===== config.mk =====
export PLATFORM = sky130hd
export DESIGN_NAME = hazard_control_unit
export DESIGN_NICKNAME = d
export VERILOG_FILES = /design/src/rtl/hazard_pkg.sv /design/src/rtl/event_counter32.sv /design/src/rtl/hazard_control_unit.sv
export SDC_FILE = /design/constraint.sdc
export NUM_CORES = 1
export LEC_CHECK = 0
export CAP_MARGIN = 10
export CORE_ASPECT_RATIO = 1.2
export CORE_MARGIN = 1
export CORE_UTILIZATION = 44
export DETAILED_ROUTE_END_ITERATION = 6
export GPL_TIMING_DRIVEN = 0
export PLACE_DENSITY_LB_ADDON = 0.1
export SKIP_CTS_REPAIR_TIMING = 1
export SLEW_MARGIN = 0
export SYNTH_ARGS = -nofsm -noshare
export SYNTH_HDL_FRONTEND = slang
export SYNTH_SLANG_ARGS = --single-unit

===== constraint.sdc =====
create_clock -name Clk -period 3 [get_ports Clk]
set_input_delay 0.6 -clock Clk [delete_from_list [all_inputs] [get_ports Clk]]
set_output_delay 0.6 -clock Clk [all_outputs]
set_load 0.01 [all_outputs]

===== src/rtl/hazard_pkg.sv =====
`default_nettype none
// ============================================================================
// Module      : hazard_pkg
// Description : Shared definitions for the pipeline hazard control block:
//               FSM state encoding, register index width, the hard-wired
//               zero register and the default forwarding configuration.
// Revision    : 1.0  initial release
// ============================================================================
package hazard_pkg;

  localparam int                   REG_IDX_W          = 5;
  localparam logic [REG_IDX_W-1:0] ZERO_REG           = '0;
  localparam int                   FORWARDING_DEFAULT = 0;

  // FSM state encoding
  localparam logic [0:0] ST_RUN   = 1'b0;
  localparam logic [0:0] ST_STALL = 1'b1;

  // True when a writing stage targets a register the ID instruction reads.
  // The zero register is never a real dependency.
  function automatic logic dep_match(
    input logic                 wr_en,
    input logic [REG_IDX_W-1:0] dst,
    input logic                 uses_rs,
    input logic [REG_IDX_W-1:0] rs,
    input logic                 uses_rt,
    input logic [REG_IDX_W-1:0] rt
  );
    return wr_en && (dst != ZERO_REG) &&
           ((uses_rs && (rs == dst)) || (uses_rt && (rt == dst)));
  endfunction

endpackage
`default_nettype wire


===== src/rtl/event_counter32.sv =====
`default_nettype none
// ============================================================================
// Module      : event_counter32
// Description : 32-bit event counter with synchronous reset and enable.
//               Wraps modulo 2^32.
// Ports       : clk      - clock
//               rst      - synchronous active-high reset
//               i_en     - count this cycle
//               o_count  - current count
// Revision    : 1.0  initial release
// ============================================================================
module event_counter32 (
  input  logic        clk,
  input  logic        rst,
  input  logic        i_en,
  output logic [31:0] o_count
);

  logic [31:0] r_count;

  always_ff @(posedge clk) begin
    if (rst) begin
      r_count <= 32'd0;
    end else if (i_en) begin
      r_count <= r_count + 32'd1;
    end
  end

  assign o_count = r_count;

endmodule
`default_nettype wire


===== src/rtl/hazard_control_unit.sv =====
`default_nettype none
// ============================================================================
// Module      : hazard_control_unit
// Description : Backward-flowing pipeline control. Detects RAW hazards
//               between ID and the EX/MEM stages, and drives stall, bubble
//               and flush controls into IF, IF/ID and ID/EX. Counts stall
//               and flush cycles for the debug display.
// Ports       : Clk, Rst          - clock, synchronous active-high reset
//               Hold              - external freeze of the whole pipeline
//               ID_*              - source regs of the ID instruction, jump
//               EX_*              - EX destination/control, branch taken
//               MEM_*             - MEM destination/write enable
//               PCWrite/IFIDWrite - load enables (Mealy)
//               IFIDFlush         - squash IF/ID
//               IDEXBubble        - insert NOP into ID/EX
//               StallCount        - cycles with PCWrite=0 and Hold=0
//               FlushCount        - cycles with IFIDFlush=1
// Revision    : 1.0  initial release
// ============================================================================
module hazard_control_unit
  import hazard_pkg::*;
#(
  parameter int FORWARDING        = FORWARDING_DEFAULT,
  parameter int LOAD_STALL_CYCLES = 2
) (
  input  logic                 Clk,
  input  logic                 Rst,
  input  logic                 Hold,
  input  logic [REG_IDX_W-1:0] ID_Rs,
  input  logic [REG_IDX_W-1:0] ID_Rt,
  input  logic                 ID_UsesRs,
  input  logic                 ID_UsesRt,
  input  logic                 ID_Jump,
  input  logic [REG_IDX_W-1:0] EX_Rd,
  input  logic                 EX_RegWrite,
  input  logic                 EX_MemRead,
  input  logic                 EX_BranchTaken,
  input  logic [REG_IDX_W-1:0] MEM_Rd,
  input  logic                 MEM_RegWrite,
  output logic                 PCWrite,
  output logic                 IFIDWrite,
  output logic                 IFIDFlush,
  output logic                 IDEXBubble,
  output logic [31:0]          StallCount,
  output logic [31:0]          FlushCount
);

  localparam logic [1:0] C_EX_LEN = LOAD_STALL_CYCLES[1:0];

  logic [0:0] r_state;
  logic [1:0] r_remain;
  logic [0:0] w_state_nxt;
  logic [1:0] w_remain_nxt;

  logic       w_match_ex;
  logic       w_match_mem;
  logic       w_hazard;
  logic [1:0] w_len;
  logic       w_stall;

  assign w_match_ex  = dep_match(EX_RegWrite, EX_Rd, ID_UsesRs, ID_Rs,
                                 ID_UsesRt, ID_Rt);
  assign w_match_mem = dep_match(MEM_RegWrite, MEM_Rd, ID_UsesRs, ID_Rs,
                                 ID_UsesRt, ID_Rt);

  // With forwarding only a load in EX cannot be bypassed; without it every
  // dependency stalls, EX-stage ones for longer than MEM-stage ones.
  always_comb begin
    w_hazard = 1'b0;
    w_len    = 2'd1;
    if (FORWARDING != 0) begin
      w_hazard = w_match_ex && EX_MemRead;
    end else if (w_match_ex) begin
      w_hazard = 1'b1;
      w_len    = C_EX_LEN;
    end else if (w_match_mem) begin
      w_hazard = 1'b1;
    end
  end

  // Hazard inputs are ignored while a multi-cycle stall is being served.
  assign w_stall = (r_state == ST_STALL) || w_hazard;

  // Mealy outputs, priority Rst > Hold > branch > stall > jump
  always_comb begin
    PCWrite    = 1'b1;
    IFIDWrite  = 1'b1;
    IFIDFlush  = 1'b0;
    IDEXBubble = 1'b0;
    if (Rst) begin
      PCWrite = 1'b1;
    end else if (Hold) begin
      PCWrite   = 1'b0;
      IFIDWrite = 1'b0;
    end else if (EX_BranchTaken) begin
      IFIDFlush  = 1'b1;
      IDEXBubble = 1'b1;
    end else if (w_stall) begin
      // A coincident jump stays in ID and is re-presented after the stall
      PCWrite    = 1'b0;
      IFIDWrite  = 1'b0;
      IDEXBubble = 1'b1;
    end else if (ID_Jump) begin
      IFIDFlush = 1'b1;
    end
  end

  always_comb begin
    w_state_nxt  = r_state;
    w_remain_nxt = r_remain;
    if (Hold) begin
      w_state_nxt  = r_state;
      w_remain_nxt = r_remain;
    end else if (EX_BranchTaken) begin
      w_state_nxt  = ST_RUN;
      w_remain_nxt = 2'd0;
    end else if (r_state == ST_STALL) begin
      if (r_remain == 2'd1) begin
        w_state_nxt  = ST_RUN;
        w_remain_nxt = 2'd0;
      end else begin
        w_remain_nxt = r_remain - 2'd1;
      end
    end else if (w_hazard && (w_len > 2'd1)) begin
      w_state_nxt  = ST_STALL;
      w_remain_nxt = w_len - 2'd1;
    end
  end

  always_ff @(posedge Clk) begin
    if (Rst) begin
      r_state  <= ST_RUN;
      r_remain <= 2'd0;
    end else begin
      r_state  <= w_state_nxt;
      r_remain <= w_remain_nxt;
    end
  end

  event_counter32 u_stall_cnt (
    .clk     (Clk),
    .rst     (Rst),
    .i_en    (!PCWrite && !Hold),
    .o_count (StallCount)
  );

  event_counter32 u_flush_cnt (
    .clk     (Clk),
    .rst     (Rst),
    .i_en    (IFIDFlush),
    .o_count (FlushCount)
  );

endmodule
`default_nettype wire

==> run summary <==
* 0.594 ns — pin slew with the least headroom to its limit
* 0.239 mV — IR drop worst, VDD
* 0.0337 ns — final setup margin
* 1.76 mW — power consumption
* 0 — total of endpoints with negative setup slack in the final report
* 67 — sink count of the clock tree
* 4680 µm² — Placed Instance Area
* 41.0% — relative area change from synthesis to final layout
* 3812 — total number of vias
* u_flush_cnt.o_count[31] — end point of the worst hold path
* 7790 µm² — area inside the core boundary
* 2.97 ns — shortest clock period the worst path allows after layout
* primary input — Worst Setup Start Kind
* 43.2% — met2 routing resource usage after global routing
* 0 — maxcap violations
* 8 — count of cells along the worst register-to-register path
* 0 — global route total overflow
* 206 — number of DRC violations after detailed-routing iteration 0
* sky130_fd_sc_hd__clkbuf_8 — root buffer selected by CTS
* 0 — EDFF count, synth
* 16300 µm — first-pass GRT wire length
* 0.35 ns — clock insertion delay at the later pin of the skew report
* 98.9% — final period utilization
* 7 — largest fanout of any net on the critical path
* 0 — Syn. warnings
* 35 — number of core rows
* 0 — DRC violations left
* 12.1% — fraction of layout instances using a drive strength above 1
* 0 — Fin. Hold Viols
* 346 nW/µm² — Pwr per Cell Area
* 0.854 — Routability Congestion
* 9 — number of clock buffers inserted by TritonCTS
* 37.1% — top cell type's share of synthesized area
* 442 — Gate Count Post-Synth
* 1.80 nW — leakage power total
* 84.7 µm — Die X-Extent
* u_flush_cnt.o_count[8] — Reg2Reg Launch Point
* 475 — Post-Syn Nets
* 0 — antenna violations before repair
* 60.4% — tightest slew margin relative to the limit
* sky130_fd_sc_hd__dfxtp_1 — cell type with the highest aggregate area in the netlist
* 2 — Hold Crit Depth
* 12 — pin count of the biggest net entering global routing
* 65.3% — post-layout util
* 0.08 ns — clock-pin slew on the worst setup and hold paths
* 0.39 ns — Reg2Reg Setup Slack
* 23.8% — global routing usage summed across all routing layers
* 0.337 GHz — Max Clk Rate
* 2.40 ns — required time at the worst-slack endpoint
* 5.77 — drt via density
* met2 — grt peak-use layer
* 16.0 µm — wire length per cell
* 0.00963 ns — largest clock skew in the final design
* 8.17 µm² — Avg Inst Size Synth
* 10500 µm — total wire length
* 7340 µm — detailed placement HPWL
* flop to flop — Worst Hold Class
* 0 — Final ANT Viol Nets
* sky130_fd_sc_hd__dfxtp_1 37%, sky130_fd_sc_hd__xnor2_1 7.8%, sky130_fd_sc_hd__a21oi_1 5.8% — Synth area leaders
* 2.37 ns — critical path arrival
* primary input to output port — path type of the worst setup path
* 101 µm — Die Ht
* 0.494 ns — worst-case hold slack
* 48 — Distinct cells, synth
* 3590 — number of global-route vias before repair
* output port — type of destination of the critical path
* 0 — number of max-slew violations in the final report
* 7 — total iterations of the first detailed-routing run
* u_flush_cnt.o_count[31] — launch point of the worst hold path
* 0 — number of antenna repair diodes
* 3610 µm² — netlist area before placement
* sky130_fd_sc_hd__dfxtp_1 — Top FF cell, synth
* 3 — maximum level of the CTS H-tree
* u_flush_cnt.o_count[19] — worst flop-to-flop path endpoint
* 27.1% — met1 capacity usage during global routing
* 2 — clk buf depth
* 5090 µm² — Layout Cell Area excl Fill
* 67 — count of state elements after synthesis
* 98 — number of top-level pins
* 598 — count of nets after finishing
* yes — TritonCTS clock tree
* 8580 µm² — floorplan die area
* 37.1% — sequential area share after synthesis
* 5.46% — global routing usage on met3
* 0% — asr flop ratio synth
* 46.3% — Initial Utilization
* -1.25 ns — worst setup slack before clock tree synthesis
* finished, final reports clean — outcome
* 95 — number of port buffers
-- Yosys cell counts (3+ instances only) --
cell type                   n
sky130_fd_sc_hd__a21oi_1   42
sky130_fd_sc_hd__and3_1    15
sky130_fd_sc_hd__buf_2      4
sky130_fd_sc_hd__clkbuf_1  17
sky130_fd_sc_hd__dfxtp_1   67
sky130_fd_sc_hd__ha_1       3
sky130_fd_sc_hd__inv_1     11
sky130_fd_sc_hd__mux2_2     7
sky130_fd_sc_hd__nand2_1   27
sky130_fd_sc_hd__nand3_1   23
sky130_fd_sc_hd__nand4_1   18
sky130_fd_sc_hd__nor2_1    36
sky130_fd_sc_hd__nor2b_1    8
sky130_fd_sc_hd__nor3_1     4
sky130_fd_sc_hd__nor4_1     4
sky130_fd_sc_hd__nor4b_1    3
sky130_fd_sc_hd__o21ai_0   19
sky130_fd_sc_hd__o31ai_1   21
sky130_fd_sc_hd__or3_1     20
sky130_fd_sc_hd__or4_1     24
sky130_fd_sc_hd__xnor2_1   32
sky130_fd_sc_hd__xor2_1     3
-- registers in the layout (all words and copies together), names as in the netlist --
name and cells:
u_flush_cnt.o_count 32, r_state 1, u_stall_cnt.o_count 32, r_remain 2
-- through the flow --
| step | setup TNS [ns] | std cells |
|---|---|---|
| 2_1_floorplan | 0 | 442 |
| 3_3_place_gp | -11.21 | 629 |
| 3_5_place_dp | -13.98 | 629 |
| 4_1_cts | -4.47 | 644 |
| 5_1_grt | -0.114 | 661 |
| 6_report | 0 | 661 |
-- how the worst max path moves through the flow --
stage                         from         to  slack, ns  cells after the start
after global routing      ID_Rt[2]  IFIDFlush      -0.06                     10
after CTS                 EX_Rd[1]    PCWrite      -1.26                     10
after detailed placement  EX_Rd[1]    PCWrite      -1.25                     10
after floorplan           EX_Rd[1]    PCWrite      0.007                      8
final                     ID_Rt[2]  IFIDFlush       0.03                     10
after global placement    EX_Rd[2]    PCWrite      -1.23                     10
-- routing by layer --
| metal | routed length (µm) | part of all wire, % |
|---|---|---|
| met5 | 0 | 0 |
| met4 | 153 | 1.5 |
| met3 | 548 | 5.2 |
| met2 | 5380 | 51 |
| met1 | 4470 | 42 |
-- layout by cell type (no fill, tap or decap), types with 15 or more instances in the layout --
master and count:
sky130_fd_sc_hd__nand2_1 27, sky130_fd_sc_hd__nand4_1 18, sky130_fd_sc_hd__dlymetal6s2s_1 18, sky130_fd_sc_hd__nand3_1 23, sky130_fd_sc_hd__or3_1 20, sky130_fd_sc_hd__clkbuf_1 16
sky130_fd_sc_hd__a21oi_1 42, sky130_fd_sc_hd__dfxtp_1 67, sky130_fd_sc_hd__and3_1 15, sky130_fd_sc_hd__o31ai_1 21, sky130_fd_sc_hd__or4_1 22, sky130_fd_sc_hd__xnor2_1 32
sky130_fd_sc_hd__clkdlybuf4s50_1 72, sky130_fd_sc_hd__o21ai_0 19, sky130_fd_sc_hd__buf_4 19, sky130_fd_sc_hd__nor2_1 36
-- cell type report --
cell class                 instances  area, µm²
tap                               92        115
fill                             667       2700
sequential                        67       1340
multi-input combinational        337       2170
buffer                            24        131
inverter                          11       41.3
timing repair buffer             115       1140
clock buffer                       9        124
clock inverter                     6       33.8
-- worst max-delay path, cell delays in order --
cell                              delay [ns]
sky130_fd_sc_hd__clkdlybuf4s50_1        0.51
sky130_fd_sc_hd__xnor2_1                0.14
sky130_fd_sc_hd__nand2_1                0.09
sky130_fd_sc_hd__o22ai_2                0.20
sky130_fd_sc_hd__buf_4                  0.14
sky130_fd_sc_hd__a21oi_2                0.06
sky130_fd_sc_hd__a2bb2oi_4              0.25
sky130_fd_sc_hd__buf_12                 0.15
sky130_fd_sc_hd__nor2_1                 0.03
sky130_fd_sc_hd__dlymetal6s2s_1         0.18
-- power breakdown --
part / switching (mW) / total [mW] / internal, mW
sequential: 0.00477 / 0.897 / 0.892
combinational: 0.107 / 0.216 / 0.109
clock: 0.358 / 0.647 / 0.289
-- logic make-up (layout without fill, tap and decap cells) --
group / Yosys count / after routing / synth area share, %
adders and majority gates: 3 / 3 / 1.04
buffers and inverters: 38 / 165 / 4.64
AOI/OAI and AO/OA: 97 / 97 / 16.6
DFF: 67 / 67 / 37.1
and+or+nand+nor: 194 / 194 / 29.6
muxes: 8 / 8 / 2.46
xor gates and xnor gates: 35 / 35 / 8.49
Note: power is estimated with default switching activity, not from simulation.
